$ cat config.mk
export PLATFORM = sky130hd
export DESIGN_NAME = ex_stage
export DESIGN_NICKNAME = d
export VERILOG_FILES = /design/src/rtl/ex_pkg.sv /design/src/rtl/ex_stage_alu.sv /design/src/rtl/ex_stage.sv
export SDC_FILE = /design/constraint.sdc
export NUM_CORES = 1
export LEC_CHECK = 0
export ABC_AREA = 1
export CAP_MARGIN = 30
export CORE_MARGIN = 1
export CORE_UTILIZATION = 51
export DETAILED_ROUTE_END_ITERATION = 10
export PLACE_DENSITY = 0.88
export SYNTH_ARGS = -nofsm -noshare
export SYNTH_HDL_FRONTEND = slang
export SYNTH_HIERARCHICAL = 1
export SYNTH_SLANG_ARGS = --single-unit
export TNS_END_PERCENT = 30
$ cat constraint.sdc
create_clock -name clk -period 8.2 [get_ports clk]
set_input_delay 2.46 -clock clk [delete_from_list [all_inputs] [get_ports clk]]
set_output_delay 2.46 -clock clk [all_outputs]
set_load 0.05 [all_outputs]
$ cat src/rtl/ex_pkg.sv
`default_nettype none
// ============================================================================
// Module      : ex_pkg
// Description : Shared types and constants for the RV32 execute stage.
//               - ctrl_t: the pipeline control bundle. An all-zero value is a
//                 bubble.
//               - ALU_*: the 4-bit ALU operation codes.
//               - FWD_*: the forwarding mux selects.
//               - ALUOP_*: the main-decoder alu_op classes.
// Revision    : 1.0 - initial release
// ============================================================================
package ex_pkg;

    typedef struct packed {
        logic reg_write;
        logic mem_read;
        logic mem_write;
        logic branch;
        logic alu_src;
    } ctrl_t;

    localparam logic [3:0] ALU_AND  = 4'b0000;
    localparam logic [3:0] ALU_OR   = 4'b0001;
    localparam logic [3:0] ALU_ADD  = 4'b0010;
    localparam logic [3:0] ALU_XOR  = 4'b0011;
    localparam logic [3:0] ALU_SLL  = 4'b0100;
    localparam logic [3:0] ALU_SRL  = 4'b0101;
    localparam logic [3:0] ALU_SUB  = 4'b0110;
    localparam logic [3:0] ALU_SLT  = 4'b0111;
    localparam logic [3:0] ALU_SRA  = 4'b1000;
    localparam logic [3:0] ALU_SLTU = 4'b1001;

    localparam logic [1:0] FWD_REG  = 2'b00;
    localparam logic [1:0] FWD_WB   = 2'b01;
    localparam logic [1:0] FWD_MEM  = 2'b10;

    localparam logic [1:0] ALUOP_LDST   = 2'b00;
    localparam logic [1:0] ALUOP_BRANCH = 2'b01;
    localparam logic [1:0] ALUOP_RTYPE  = 2'b10;

endpackage
`default_nettype wire

$ cat src/rtl/ex_stage_alu.sv
`default_nettype none
// ============================================================================
// Module      : alu
// Description : Combinational RV32 ALU.
//               Inputs : alu_ctrl (4-bit operation code), a, b (XLEN operands).
//               Outputs: result (XLEN), zero (set when result == 0).
//               Shifts use the low $clog2(XLEN) bits of b. Codes that are not
//               defined produce a zero result.
// Revision    : 1.0 - initial release
// ============================================================================
module alu
    import ex_pkg::*;
#(
    parameter int XLEN = 32
) (
    input  logic [3:0]      alu_ctrl,
    input  logic [XLEN-1:0] a,
    input  logic [XLEN-1:0] b,
    output logic [XLEN-1:0] result,
    output logic            zero
);

    localparam int SHW = $clog2(XLEN);

    logic [SHW-1:0]  w_shamt;
    logic [XLEN-1:0] w_result;

    assign w_shamt = b[SHW-1:0];

    always_comb begin
        w_result = '0;
        case (alu_ctrl)
            ALU_AND:  w_result = a & b;
            ALU_OR:   w_result = a | b;
            ALU_ADD:  w_result = a + b;
            ALU_XOR:  w_result = a ^ b;
            ALU_SLL:  w_result = a << w_shamt;
            ALU_SRL:  w_result = a >> w_shamt;
            ALU_SRA:  w_result = $unsigned($signed(a) >>> w_shamt);
            ALU_SUB:  w_result = a - b;
            ALU_SLT:  w_result = {{(XLEN-1){1'b0}}, ($signed(a) < $signed(b))};
            ALU_SLTU: w_result = {{(XLEN-1){1'b0}}, (a < b)};
            default:  w_result = '0;
        endcase
    end

    assign result = w_result;
    assign zero   = (w_result == '0);

endmodule
`default_nettype wire

$ cat src/rtl/ex_stage.sv
`default_nettype none
// ============================================================================
// Module      : ex_stage
// Description : Execute stage of a 5-stage RV32 pipeline. It contains the
//               ID/EX register, the operand forwarding muxes, the ALU, BEQ
//               resolution and the EX/MEM register.
//
//   Inputs from decode : id_rs1_data, id_rs2_data, id_imm, id_rs, id_rd,
//                        id_alu_op, id_funct3, id_funct7_bit, id_ctrl
//   Pipeline control   : stall (holds both registers),
//                        flush (loads a bubble into ID/EX)
//   To ALUControl      : alu_op, funct3, funct7_bit
//                        (alu_ctrl returns in the same cycle)
//   Forwarding         : ex_rs goes out; fwd_sel, mem_fwd_data and
//                        wb_fwd_data come in
//   To memory stage    : exm_result, exm_store_data, exm_rd, exm_ctrl,
//                        exm_branch_taken
//
//   Macro EX_FORWARD_EN: when defined, the forwarding muxes are built. When
//   it is undefined, the operands come only from the ID/EX register and the
//   forwarding ports are ignored.
// Revision    : 1.0 - initial release
// ============================================================================
module ex_stage
    import ex_pkg::*;
#(
    parameter int XLEN = 32
) (
    input  logic            clk,
    input  logic            rst,
    input  logic            stall,
    input  logic            flush,
    input  logic [XLEN-1:0] id_rs1_data,
    input  logic [XLEN-1:0] id_rs2_data,
    input  logic [XLEN-1:0] id_imm,
    input  logic [9:0]      id_rs,
    input  logic [4:0]      id_rd,
    input  logic [1:0]      id_alu_op,
    input  logic [2:0]      id_funct3,
    input  logic            id_funct7_bit,
    input  logic [4:0]      id_ctrl,
    output logic [1:0]      alu_op,
    output logic [2:0]      funct3,
    output logic            funct7_bit,
    input  logic [3:0]      alu_ctrl,
    output logic [9:0]      ex_rs,
    input  logic [3:0]      fwd_sel,
    input  logic [XLEN-1:0] mem_fwd_data,
    input  logic [XLEN-1:0] wb_fwd_data,
    output logic [XLEN-1:0] exm_result,
    output logic [XLEN-1:0] exm_store_data,
    output logic [4:0]      exm_rd,
    output logic [4:0]      exm_ctrl,
    output logic            exm_branch_taken
);

    // ID/EX register
    logic [XLEN-1:0] r_rs1_data;
    logic [XLEN-1:0] r_rs2_data;
    logic [XLEN-1:0] r_imm;
    logic [9:0]      r_rs;
    logic [4:0]      r_rd;
    logic [1:0]      r_alu_op;
    logic [2:0]      r_funct3;
    logic            r_funct7_bit;
    ctrl_t           r_ctrl;

    // EX/MEM register
    logic [XLEN-1:0] r_exm_result;
    logic [XLEN-1:0] r_exm_store_data;
    logic [4:0]      r_exm_rd;
    ctrl_t           r_exm_ctrl;
    logic            r_exm_branch_taken;

    logic [XLEN-1:0] w_fwd_a;
    logic [XLEN-1:0] w_fwd_b;
    logic [XLEN-1:0] w_alu_b;
    logic [XLEN-1:0] w_result;
    logic            w_zero;
    ctrl_t           w_exm_ctrl_d;

    // Flush takes priority over stall, so a bubble can be inserted even while
    // the front of the pipe is frozen.
    always_ff @(posedge clk or posedge rst) begin
        if (rst) begin
            r_rs1_data   <= '0;
            r_rs2_data   <= '0;
            r_imm        <= '0;
            r_rs         <= '0;
            r_rd         <= '0;
            r_alu_op     <= '0;
            r_funct3     <= '0;
            r_funct7_bit <= 1'b0;
            r_ctrl       <= '0;
        end else if (flush) begin
            r_rs1_data   <= '0;
            r_rs2_data   <= '0;
            r_imm        <= '0;
            r_rs         <= '0;
            r_rd         <= '0;
            r_alu_op     <= '0;
            r_funct3     <= '0;
            r_funct7_bit <= 1'b0;
            r_ctrl       <= '0;
        end else if (!stall) begin
            r_rs1_data   <= id_rs1_data;
            r_rs2_data   <= id_rs2_data;
            r_imm        <= id_imm;
            r_rs         <= id_rs;
            r_rd         <= id_rd;
            r_alu_op     <= id_alu_op;
            r_funct3     <= id_funct3;
            r_funct7_bit <= id_funct7_bit;
            r_ctrl       <= ctrl_t'(id_ctrl);
        end
    end

    // alu_ctrl is decoded outside from these registered fields only, so
    // feeding it back into the ALU cannot form a combinational loop.
    assign alu_op     = r_alu_op;
    assign funct3     = r_funct3;
    assign funct7_bit = r_funct7_bit;
    assign ex_rs      = r_rs;

    always_comb begin
        w_fwd_a = r_rs1_data;
        w_fwd_b = r_rs2_data;
`ifdef EX_FORWARD_EN
        // A select value of 11 is not a valid source, so it falls back to
        // the register value.
        case (fwd_sel[1:0])
            FWD_WB:  w_fwd_a = wb_fwd_data;
            FWD_MEM: w_fwd_a = mem_fwd_data;
            default: w_fwd_a = r_rs1_data;
        endcase
        case (fwd_sel[3:2])
            FWD_WB:  w_fwd_b = wb_fwd_data;
            FWD_MEM: w_fwd_b = mem_fwd_data;
            default: w_fwd_b = r_rs2_data;
        endcase
`endif
    end

`ifndef EX_FORWARD_EN
    // The forwarding ports stay in place but are unused in this build.
    logic w_unused_fwd;
    assign w_unused_fwd = ^{fwd_sel, mem_fwd_data, wb_fwd_data};
`endif

    assign w_alu_b = r_ctrl.alu_src ? r_imm : w_fwd_b;

    alu #(
        .XLEN(XLEN)
    ) u_alu (
        .alu_ctrl(alu_ctrl),
        .a       (w_fwd_a),
        .b       (w_alu_b),
        .result  (w_result),
        .zero    (w_zero)
    );

    // x0 is hard-wired to zero, so a write to it is cancelled here. This
    // keeps later stages from ever seeing a write to x0.
    always_comb begin
        w_exm_ctrl_d = r_ctrl;
        if (r_rd == 5'd0) begin
            w_exm_ctrl_d.reg_write = 1'b0;
        end
    end

    always_ff @(posedge clk or posedge rst) begin
        if (rst) begin
            r_exm_result       <= '0;
            r_exm_store_data   <= '0;
            r_exm_rd           <= '0;
            r_exm_ctrl         <= '0;
            r_exm_branch_taken <= 1'b0;
        end else if (!stall) begin
            r_exm_result       <= w_result;
            r_exm_store_data   <= w_fwd_b;
            r_exm_rd           <= r_rd;
            r_exm_ctrl         <= w_exm_ctrl_d;
            r_exm_branch_taken <= r_ctrl.branch & w_zero;
        end
    end

    assign exm_result       = r_exm_result;
    assign exm_store_data   = r_exm_store_data;
    assign exm_rd           = r_exm_rd;
    assign exm_ctrl         = r_exm_ctrl;
    assign exm_branch_taken = r_exm_branch_taken;

endmodule
`default_nettype wire

==> run_results.csv <==
group,metric,value,unit
pwr,peakVddDrop,149,uV
clock_tree,root_buffer,"clkbuf_16",
clock_tree,htree_levels,4,
flow_run,max_cap_viol_count,0,
sta,max_freq,179,MHz
routing,drc,0,
yosys,synth_seq_cells,197,
die,dieArea,38200,sq um
clock_tree,holdBufCountCts,0,
global_route,antenna_found_initial,1,
finish,fillers,3501,
setup_path,critPathArrivalTime,5.98,ns
routing,dr.pass1.iters,6,
clock_tree,cts_tree,"yes",
place,io_buffer_count,220,
place,dp_cells,3655,
finish,multi_input_area,11800,sq um
setup_path,cp.required,8.58,ns
yosys,syn_avg_cell_area,6.12,sq um
clock_tree,insertion_delay,0.46,ns
sta,rsz0062_at_grt,"false",
setup_path,worstSetupPathType,"flop to flop",
pwr,seq_power_share,33.6,%
finish,drive_above_1_share,6.34,%
finish,n_antenna_cell,0,
routing,drt_iter0_drc,2582,
sta,tightest_slew,1.08,ns
sta,fin_setup_tns,0,ns
finish,fin_cells,3687,
yosys,synth_flop_cell,"dfrtp_1",
finish,layout_commonest_cell,"nand2_1",
sta,min_period,5.59,ns
global_route,grt-ovfl-total,0,
routing,ant_nets,0,
pwr,leakage,11.3,nW
yosys,synth_fp_nets,3416,
setup_path,worst-r2r-setup-slack,2.61,ns
setup_path,cp_max_fo,66,
yosys,postSynthCellCount,3119,
sta,setup_viol,0,
routing,num_vias,21373,
routing,routedWlPerCell,19.9,um
pwr,clkPwrFrac,27.5,%
clock_tree,cts_resized,0,
global_route,grt_first_pass_wirelength,112000,um
place,gp_congestion,1.06,
place,hpwl,56600,um
pwr,intPower,1.86,mW
finish,seq_area,4930,sq um
global_route,grt_use_total,38.4,%
sta,slew-limit-headroom,28.2,%
sta,maxSlewViolCount,0,
min_path,hp-start,"exm_result[7]",
pwr,p_sw_share,43.7,%
min_path,hold_path.class,"flop to flop",
sta,hold_viol,0,
die,rows,70,
yosys,syn-cell-area,19100,sq um
die,initial_core_util,52.0,%
die,ios,289,
setup_path,end_kind,"flop",
yosys,synth_warnings,6,
finish,nets,3503,
finish,stdcell_area,21700,sq um
die,die_y,196,um
finish,final_cell_mix,"nand2_1, nand3_1, inv_1, clkdlybuf4s50_1, nor2_1",
clock_tree,clk_pin_slew,0.10,ns
routing,routed_via_density,5.80,
setup_path,crit_path_start,"r_ctrl[0]",
clock_tree,cts.sinks,197,
outcome,status,"completed",
routing,wl,73400,um
pwr,combPwrFrac,39.0,%
clock_tree,cts_buffer_depth,2,
setup_path,cp-start-kind,"flop",
sta,hold_slack,0.487,ns
sta,clock_skew,0.0250,ns
yosys,ys_async_sr_fraction,100,%
setup_path,rr_startpoint,"r_ctrl[0]",
finish,area_growth,13.7,%
die,core,36700,sq um
clock_tree,post_cts_buffers,0,
pwr,total_power,3.31,mW
yosys,yosysSeqAreaShare,25.8,%
yosys,synth-edff-count,0,
clock_tree,numCtsBuffers,17,
die,die_w,196,um
place,place_area,21100,sq um
sta,fin_crit_sh,68.2,%
global_route,grt_pass1_vias,19983,
pwr,p_per_area,152,nW/um^2
pwr,p_sw,1.45,mW
global_route,grt_max_degree,133,
yosys,netlist-cell-type-count,50,
==> metal layers <==
| metal | share of wire [%] | vias to the layer above | track usage [%] | wire length [um] |
|---|---|---|---|---|
| li1 | - | 10167 | - | - |
| met1 | 41 | 9897 | 51.0 | 30200 |
| met2 | 44 | 1140 | 59.9 | 32200 |
| met3 | 9.9 | 169 | 7.75 | 7260 |
| met4 | 5.0 | 0 | 18.0 | 3650 |
| met5 | 0 | - | 0 | 0 |
==> sequential cells by signal (all words and copies together) (netlist names) <==
register and flops:
r_ctrl 5, exm_store_data 32, r_rs2_data 32, exm_branch_taken 1, exm_ctrl 5, funct7_bit 1
r_rd 5, alu_op 2, exm_rd 5, r_imm 32, funct3 3, r_rs1_data 32
exm_result 32, ex_rs 10
==> metrics by stage <==
| stage | utilization, % | worst slack [ns] |
|---|---|---|
| after floorplan | - | 0.371 |
| after global placement | 57.3 | 2.36 |
| after detailed placement | 57.4 | 2.36 |
| after CTS | 59.2 | 2.76 |
| after global routing | 59.2 | 2.19 |
| final | 59.2 | 2.61 |
==> power groups by stage <==
stage               logic (mW)  clock network [mW]  registers, mW
global placement          1.24                   0           1.12
floorplan                0.749                   0           1.24
global route              1.40               0.955           1.12
finish                    1.29               0.909           1.11
detailed placement        1.26                   0           1.12
CTS                       1.26               0.914           1.11
==> synthesized netlist by cell type, types with 18 or more instances <==
cell / count / share of area (%)
o22ai_1: 24 / 0.79
nor2_2: 20 / 0.66
o21ai_0: 136 / 3.6
a21oi_1: 91 / 2.4
nor2_1: 199 / 3.9
nand2_1: 1022 / 20
buf_4: 29 / 1.1
dfrtp_1: 197 / 26
inv_1: 340 / 6.7
nand2_4: 19 / 1.1
o21ai_1: 23 / 0.60
buf_6: 18 / 1.1
clkbuf_1: 25 / 0.49
inv_2: 25 / 0.49
nand3_2: 33 / 1.7
buf_2: 80 / 2.1
nand4_1: 29 / 0.95
nand3_1: 587 / 15
nand2_2: 32 / 1.0
ha_1: 97 / 6.4
==> worst max-delay path, stage by stage (launching register included) <==
cell	delay, ns
dfrtp_2	0.81
nand2_1	0.22
o21ai_4	0.10
buf_4	0.54
clkinv_1	0.14
buf_4	0.37
ha_1	0.59
nand3_1	0.14
nand2_1	0.28
nand2_1	0.08
nand2_1	0.31
nand2_1	0.13
nand2_1	0.18
nand2_1	0.07
nand3_1	0.09
nand2_1	0.13
nor2_1	0.34
nand2_1	0.16
nor2_1	0.12
nand2_1	0.06
nor2_1	0.11
nand3_1	0.08
nor2_1	0.16
nand3_1	0.10
nand2_1	0.09
==> cell type report <==
cell class,instances,share of cell area [%]
clock buffer,17,1.96
clock inverter,15,1.01
inverter,370,6.49
multi-input combinational,2386,54.4
sequential,197,22.7
tap,468,2.70
timing repair buffer,234,10.7
==> cell families (layout without fill, tap and decap cells) <==
group / Yosys count / in the layout / synth area share, %
DFF: 197 / 197 / 25.8
adders and majority gates: 99 / 99 / 6.56
buffers and inverters: 536 / 636 / 12.6
AOI/OAI and AO/OA: 300 / 300 / 8.45
xor gates and xnor gates: 2 / 2 / 0.0917
and+or+nand+nor: 1985 / 1985 / 46.5
==> path summary, 6_finish.rpt <==
kind	end	depth (start not counted)
max	exm_branch_taken	24
min	exm_result[7]	2
max reg2reg	exm_branch_taken	24
min reg2reg	exm_result[7]	2
max in group asynchronous	r_rs1_data[12]	3
min in group asynchronous	exm_store_data[14]	2
No activity file was read; power rests on OpenSTA's default activity.
